===== src/rtl/mem_port_arbiter_pkg.sv =====
// rtl/mem_port_arbiter_pkg.sv - shared encodings and helpers for the memory port arbiter
// Contents:
//   ADDR_W, DATA_W        bus widths of one mem_ctrl port slice
//   RW_WRITE, RW_READ     rw_flag encodings understood by mem_ctrl
//   arb_state_t           arbiter FSM states
//   rw_legal()            true for an op that results in a memory access
package mem_port_arbiter_pkg;

  localparam int ADDR_W = 32;
  localparam int DATA_W = 32;

  localparam logic [1:0] RW_WRITE = 2'b01;
  localparam logic [1:0] RW_READ  = 2'b10;

  typedef enum logic [1:0] {
    ARB_IDLE  = 2'd0,
    ARB_ISSUE = 2'd1,
    ARB_WAIT  = 2'd2
  } arb_state_t;

  function automatic logic rw_legal(input logic [1:0] rw);
    return (rw == RW_READ) || (rw == RW_WRITE);
  endfunction

endpackage


===== src/rtl/mem_port_arbiter_rr_picker.sv =====
// rtl/mem_port_arbiter_rr_picker.sv - combinational round-robin winner selection
// Ports:
//   req    in   N    request vector
//   ptr    in   PW   index with highest priority this round
//   grant  out  N    one-hot winner (all zero when no request)
//   idx    out  PW   binary index of the winner
//   any    out  1    at least one request present
module mem_port_arbiter_rr_picker #(
  parameter int N  = 3,
  parameter int PW = (N > 1) ? $clog2(N) : 1
) (
  input  logic [N-1:0]  req,
  input  logic [PW-1:0] ptr,
  output logic [N-1:0]  grant,
  output logic [PW-1:0] idx,
  output logic          any
);

  // Walk the clients starting at ptr, wrapping past N-1, and keep the first hit.
  always_comb begin
    grant = '0;
    idx   = '0;
    any   = 1'b0;
    for (int o = 0; o < N; o++) begin
      int c;
      c = int'(ptr) + o;
      if (c >= N) c = c - N;
      if (!any && req[c]) begin
        any      = 1'b1;
        idx      = PW'(c);
        grant[c] = 1'b1;
      end
    end
  end

endmodule


===== src/rtl/mem_port_arbiter.sv =====
// rtl/mem_port_arbiter.sv - round-robin sharing of one mem_ctrl port among several clients
// Ports:
//   clk, rst              posedge clock, synchronous active-high reset
//   rdy                   global enable; low freezes state and suppresses pulses
//   cl_req/rw/addr/len/wdata   per-client request bundle (flattened, client k at slice k)
//   cl_gnt, cl_done       one-hot accept and completion pulses
//   cl_err                with cl_done: timed out or illegal op
//   cl_rdata              read data, broadcast, valid with cl_done on reads
//   mc_rw_flag/addr/len/wdata  request slice towards mem_ctrl
//   mc_rdata, mc_busy, mc_done response slice from mem_ctrl
module mem_port_arbiter
  import mem_port_arbiter_pkg::*;
#(
  parameter int NUM_CLIENTS    = 3,
  parameter int TIMEOUT_CYCLES = 1024
) (
  input  logic                          clk,
  input  logic                          rst,
  input  logic                          rdy,
  input  logic [NUM_CLIENTS-1:0]        cl_req,
  input  logic [2*NUM_CLIENTS-1:0]      cl_rw,
  input  logic [ADDR_W*NUM_CLIENTS-1:0] cl_addr,
  input  logic [2*NUM_CLIENTS-1:0]      cl_len,
  input  logic [DATA_W*NUM_CLIENTS-1:0] cl_wdata,
  output logic [NUM_CLIENTS-1:0]        cl_gnt,
  output logic [NUM_CLIENTS-1:0]        cl_done,
  output logic                          cl_err,
  output logic [DATA_W-1:0]             cl_rdata,
  output logic [1:0]                    mc_rw_flag,
  output logic [ADDR_W-1:0]             mc_addr,
  output logic [1:0]                    mc_len,
  output logic [DATA_W-1:0]             mc_wdata,
  input  logic [DATA_W-1:0]             mc_rdata,
  input  logic                          mc_busy,
  input  logic                          mc_done
);

  localparam int PW = (NUM_CLIENTS > 1) ? $clog2(NUM_CLIENTS) : 1;
  localparam int WW = (TIMEOUT_CYCLES > 1) ? $clog2(TIMEOUT_CYCLES) : 1;
  localparam logic [WW-1:0] WD_LAST  = WW'(TIMEOUT_CYCLES - 1);
  localparam logic [PW-1:0] LAST_IDX = PW'(NUM_CLIENTS - 1);

  arb_state_t             state;
  logic [PW-1:0]          rr_ptr;
  logic [PW-1:0]          cur_idx;
  logic [NUM_CLIENTS-1:0] cur_onehot;
  logic [1:0]             lat_rw;
  logic [WW-1:0]          wdog;

  // Pulses that were on the outputs during a frozen cycle; replayed once rdy returns.
  logic [NUM_CLIENTS-1:0] hold_gnt;
  logic [NUM_CLIENTS-1:0] hold_done;
  logic [1:0]             hold_flag;

  logic [NUM_CLIENTS-1:0] pick_grant;
  logic [PW-1:0]          pick_idx;
  logic                   pick_any;
  logic [1:0]             win_rw;
  logic [ADDR_W-1:0]      win_addr;
  logic [1:0]             win_len;
  logic [DATA_W-1:0]      win_wdata;

  mem_port_arbiter_rr_picker #(.N(NUM_CLIENTS), .PW(PW)) u_picker (
    .req   (cl_req),
    .ptr   (rr_ptr),
    .grant (pick_grant),
    .idx   (pick_idx),
    .any   (pick_any)
  );

  assign win_rw    = cl_rw[2*pick_idx +: 2];
  assign win_addr  = cl_addr[ADDR_W*pick_idx +: ADDR_W];
  assign win_len   = cl_len[2*pick_idx +: 2];
  assign win_wdata = cl_wdata[DATA_W*pick_idx +: DATA_W];

  function automatic logic [PW-1:0] next_ptr(input logic [PW-1:0] i);
    return (i == LAST_IDX) ? '0 : i + 1'b1;
  endfunction

  always_ff @(posedge clk) begin
    if (rst) begin
      state      <= ARB_IDLE;
      rr_ptr     <= '0;
      cur_idx    <= '0;
      cur_onehot <= '0;
      lat_rw     <= '0;
      wdog       <= '0;
      hold_gnt   <= '0;
      hold_done  <= '0;
      hold_flag  <= '0;
      cl_gnt     <= '0;
      cl_done    <= '0;
      cl_err     <= 1'b0;
      cl_rdata   <= '0;
      mc_rw_flag <= '0;
      mc_addr    <= '0;
      mc_len     <= '0;
      mc_wdata   <= '0;
    end else if (!rdy) begin
      // Nobody consumed the pulses shown this cycle: park them and go quiet.
      cl_gnt     <= '0;
      cl_done    <= '0;
      mc_rw_flag <= '0;
      hold_gnt   <= hold_gnt | cl_gnt;
      hold_done  <= hold_done | cl_done;
      hold_flag  <= hold_flag | mc_rw_flag;
    end else if ((|hold_gnt) || (|hold_done) || (|hold_flag)) begin
      // Replay the parked pulses before the FSM moves on; cl_err was never cleared.
      cl_gnt     <= hold_gnt;
      cl_done    <= hold_done;
      mc_rw_flag <= hold_flag;
      hold_gnt   <= '0;
      hold_done  <= '0;
      hold_flag  <= '0;
    end else begin
      cl_gnt     <= '0;
      cl_done    <= '0;
      cl_err     <= 1'b0;
      mc_rw_flag <= '0;
      case (state)
        ARB_IDLE: begin
          if (pick_any && !mc_busy) begin
            cur_idx    <= pick_idx;
            cur_onehot <= pick_grant;
            cl_gnt     <= pick_grant;
            if (rw_legal(win_rw)) begin
              lat_rw     <= win_rw;
              mc_rw_flag <= win_rw;
              mc_addr    <= win_addr;
              mc_len     <= win_len;
              mc_wdata   <= win_wdata;
              state      <= ARB_ISSUE;
            end else begin
              // Rejected without touching memory; move priority on so it cannot hog.
              cl_done <= pick_grant;
              cl_err  <= 1'b1;
              rr_ptr  <= next_ptr(pick_idx);
            end
          end
        end
        ARB_ISSUE: begin
          wdog  <= '0;
          state <= ARB_WAIT;
        end
        ARB_WAIT: begin
          // mc_done is checked first so it wins over a simultaneous watchdog expiry.
          if (mc_done) begin
            cl_done <= cur_onehot;
            if (lat_rw == RW_READ) cl_rdata <= mc_rdata;
            rr_ptr  <= next_ptr(cur_idx);
            state   <= ARB_IDLE;
          end else if (wdog == WD_LAST) begin
            cl_done <= cur_onehot;
            cl_err  <= 1'b1;
            rr_ptr  <= next_ptr(cur_idx);
            state   <= ARB_IDLE;
          end else if (wdog != '1) begin
            wdog <= wdog + 1'b1;
          end
        end
        default: state <= ARB_IDLE;
      endcase
    end
  end

endmodule


===== config.mk =====
export PLATFORM = sky130hd
export DESIGN_NAME = mem_port_arbiter
export DESIGN_NICKNAME = d
export VERILOG_FILES = /design/src/rtl/mem_port_arbiter_pkg.sv /design/src/rtl/mem_port_arbiter_rr_picker.sv /design/src/rtl/mem_port_arbiter.sv
export SDC_FILE = /design/constraint.sdc
export NUM_CORES = 1
export LEC_CHECK = 0
export CORE_AREA = 5 5 134 136
export DETAILED_ROUTE_END_ITERATION = 10
export DIE_AREA = 0 0 139 141
export PLACE_DENSITY = 0.81
export SLEW_MARGIN = 20
export SYNTH_ARGS = -nofsm -noshare
export SYNTH_HDL_FRONTEND = slang
export SYNTH_SLANG_ARGS = --single-unit

===== constraint.sdc =====
create_clock -name clk -period 7.6 [get_ports clk]
set_clock_uncertainty 0.15 [all_clocks]
set_input_delay 1.52 -clock clk [delete_from_list [all_inputs] [get_ports clk]]
set_output_delay 1.52 -clock clk [all_outputs]
set_load 0.05 [all_outputs]

==> results.py <==
metrics = {
    "hold_path": {
        "hold_start": "cl_rdata[17]",
        "min_to": "cl_rdata[17]",
        "hp-class": "reg -> reg",
        "whs_path_depth": 2,
    },
    "cts": {
        "clkLatencyLatePin_ns": 0.42,
        "cts_buffers": 17,
        "cts_tree": "built",
        "htree_levels": 4,
        "cts_setup_buffers": 0,
        "ctsResizeCount": 0,
        "ctsHoldBuffers": 0,
        "cts-root-buf": "clkbuf_16",
        "cts.sinks": 136,
        "clockBufferDepth": 2,
        "clk_pin_slew_ns": 0.07,
    },
    "global_routing": {
        "grt_max_degree": 135,
        "overflow": 0,
        "antenna_found_initial": 3,
        "grt_pass1_vias": 6820,
        "grt_usage": 0.238,
        "grt_pass1_wl_um": 37500,
    },
    "sta": {
        "max_freq_mhz": 181,
        "tightest_slew_ns": 0.823,
        "rsz0062_at_grt": "false",
        "finalHoldViolCount": 0,
        "slew_viol_final": 0,
        "max_slew_margin": 0.447,
        "fin_setup_tns_ns": 0,
        "min_period_over_period": 0.725,
        "period_needed_ns": 5.51,
        "setup_viol": 0,
    },
    "detailed_routing": {
        "vias": 7085,
        "antenna_left": 0,
        "drt_iter0_drc": 318,
        "wirelength_um": 24600,
        "firstDrtPassIters": 4,
        "drcViolationCount": 0,
        "vias_per_cell": 5.13,
        "avgRoutedWirePerCell_um": 17.8,
    },
    "place": {
        "place_area_um2": 10100,
        "port_buffers": 350,
        "place.gp.congestion": 0.929,
        "place_inst": 1348,
        "hpwl_um": 18100,
    },
    "worst_setup_path": {
        "rr_worst_depth": 14,
        "r2r_start": "rr_ptr[1]",
        "critPathLaunchType": "input port",
        "critPathMaxFanout": 67,
        "r2r_end": "mc_wdata[31]",
        "cp-end-kind": "register",
        "crit_arrival_ns": 5.71,
        "path_class": "in -> reg",
        "r2r_slack_ns": 2.88,
        "worstPathRequired_ns": 7.80,
    },
    "yosys": {
        "avgSynthCellArea_um2": 7.95,
        "synth_edf_count": 0,
        "synth-simple-area-share": 0.267,
        "synthAdderAreaFrac": 0.0133,
        "synth-compound-area-share": 0.223,
        "synth.distinct_cells": 64,
        "syn-cell-area_um2": 6560,
        "syn_inst": 826,
        "yosys_register_bits": 136,
        "synth_top_family_by_area": "simple AND/OR/NAND/NOR gates",
        "synth_mux_area_frac": 0.0229,
        "ys_async_sr_fraction": 0,
        "yosysSeqAreaShare": 0.415,
        "synth_xor_area_frac": 0.0107,
        "syn_nets": 1077,
        "yosys_most_used_dff": "dfxtp_1",
        "ys_warn_count": 0,
    },
    "finish": {
        "instances_no_fill": 1381,
        "layout-drive-gt1-share": 0.0528,
        "stdcell_area_um2": 10800,
        "area_delta_synth_final_pct": 63.9,
        "layout_commonest_cell": "clkdlybuf4s50_1",
        "fin_util": 0.640,
        "final_cell_mix": "clkdlybuf4s50_1 (349), nand2_1 (210), dfxtp_1 (136)",
        "layout.nets": 1394,
        "nFillCells": 1460,
        "diodes": 0,
    },
    "floorplan": {
        "fp.coreArea_um2": 16800,
        "die_x_um": 139,
        "die_area_um2": 19600,
        "die_height_um": 141,
        "start_util": 0.390,
        "fp-row-count": 48,
        "io_pins": 351,
    },
    "outcome": {
        "outcome": "completed",
    },
    "flow_run": {
        "maxCapViolations": 0,
    },
    "power": {
        "leakage_nw": 4.00,
        "total_power_mw": 3.43,
        "ir_worst_vdd_mv": 0.154,
        "power_density_nw_per_um2": 319,
    },
}
how the worst max path moves through the flow:
stage,slack (ns),depth (start not counted),from,end
6_report,2.09,13,cl_req[1],mc_wdata[31]
5_1_grt,1.62,13,cl_req[1],mc_wdata[25]
4_1_cts,2.03,13,cl_req[1],mc_wdata[8]
3_5_place_dp,1.59,13,cl_req[1],mc_wdata[31]
3_3_place_gp,1.77,13,cl_req[2],mc_wdata[1]
2_1_floorplan,2.98,13,cl_req[1],mc_addr[20]
synth_stat cells, types with 2 or more instances:
master	count	area, um2
a211oi_1	4	30.0
a21o_1	3	22.5
a21oi_1	48	240
a22o_1	2	17.5
a22oi_1	4	30.0
a31oi_1	2	12.5
and2_1	5	31.3
and3_1	68	425
buf_1	2	7.51
buf_2	15	75.1
buf_4	4	30.0
buf_6	3	33.8
clkbuf_1	36	135
dfxtp_1	136	2720
ha_1	7	87.6
inv_1	10	37.5
mux2_2	4	45.0
mux2i_1	9	90.1
nand2_1	210	788
nand2b_1	6	37.5
nand3_1	5	25.0
nand3b_1	2	15.0
nand4_1	5	31.3
nor2_1	42	158
nor2b_1	2	12.5
nor3_1	6	30.0
nor4_1	4	25.0
nor4_2	2	25.0
o21a_1	2	15.0
o21ai_0	65	325
o21ai_1	6	30.0
o2bb2ai_1	66	578
or2_2	2	12.5
or3_1	3	18.8
xor2_1	7	61.3
stage by stage:
step | hold WS (ns) | worst slack, ns
finish | 0.303 | 2.09
global route | 0.320 | 1.62
CTS | 0.305 | 2.03
detailed placement | 0.296 | 1.59
global placement | 0.291 | 1.77
floorplan | 0.288 | 2.98
cells by family (layout without fill, tap and decap cells):
| logic type | Yosys count | in the layout |
|---|---|---|
| compound gates | 217 | 217 |
| xor+xnor | 8 | 8 |
| fa+ha+maj | 7 | 7 |
| buf+inv | 70 | 400 |
| flops | 136 | 136 |
| mux | 14 | 14 |
| simple gates | 374 | 374 |
power breakdown:
group          leakage [nW]  internal (mW)  total, mW  switching, mW
clock                 0.280          0.492      0.832          0.340
sequential             1.10          0.872      0.967         0.0950
combinational          2.62          0.596       1.63           1.04
total                  4.00           1.96       3.43           1.47
final cells by class:
type,instances,area (um2),area share
Timing Repair Buffer,358,3580,0.333
Multi-Input combinational cell,620,3550,0.330
Sequential cell,136,2720,0.253
Clock buffer,18,429,0.0399
Tap cell,225,282,0.0262
Clock inverter,14,164,0.0152
Inverter,10,37.5,0.00349
registers in the layout (all words and copies together), names as in the netlist, 3 cells and up:
name        count
cl_done         3
hold_gnt        3
hold_done       3
cl_rdata       32
wdog           10
mc_addr        32
cur_onehot      3
cl_gnt          3
mc_wdata       32
critical path: stages:
cell	delay, ns
clkdlybuf4s50_1	0.50
mux2i_1	0.34
o21ai_2	0.21
o31ai_4	0.27
buf_4	0.60
nand2_1	0.13
mux2i_1	0.26
ha_1	0.36
or3_1	0.45
nor3_4	0.12
buf_4	0.50
o21ai_0	0.22
o2bb2ai_1	0.16
metal layers:
| layer | track usage | up-vias | part of all wire |
|---|---|---|---|
| met2 | 0.399 | 292 | 0.48 |
| li1 | - | 3538 | - |
| met3 | 0.0912 | 46 | 0.094 |
| met1 | 0.286 | 3203 | 0.40 |
| met4 | 0.0685 | 6 | 0.024 |
| met5 | 0 | - | 0.0017 |
(Power assumes the default switching activity.)
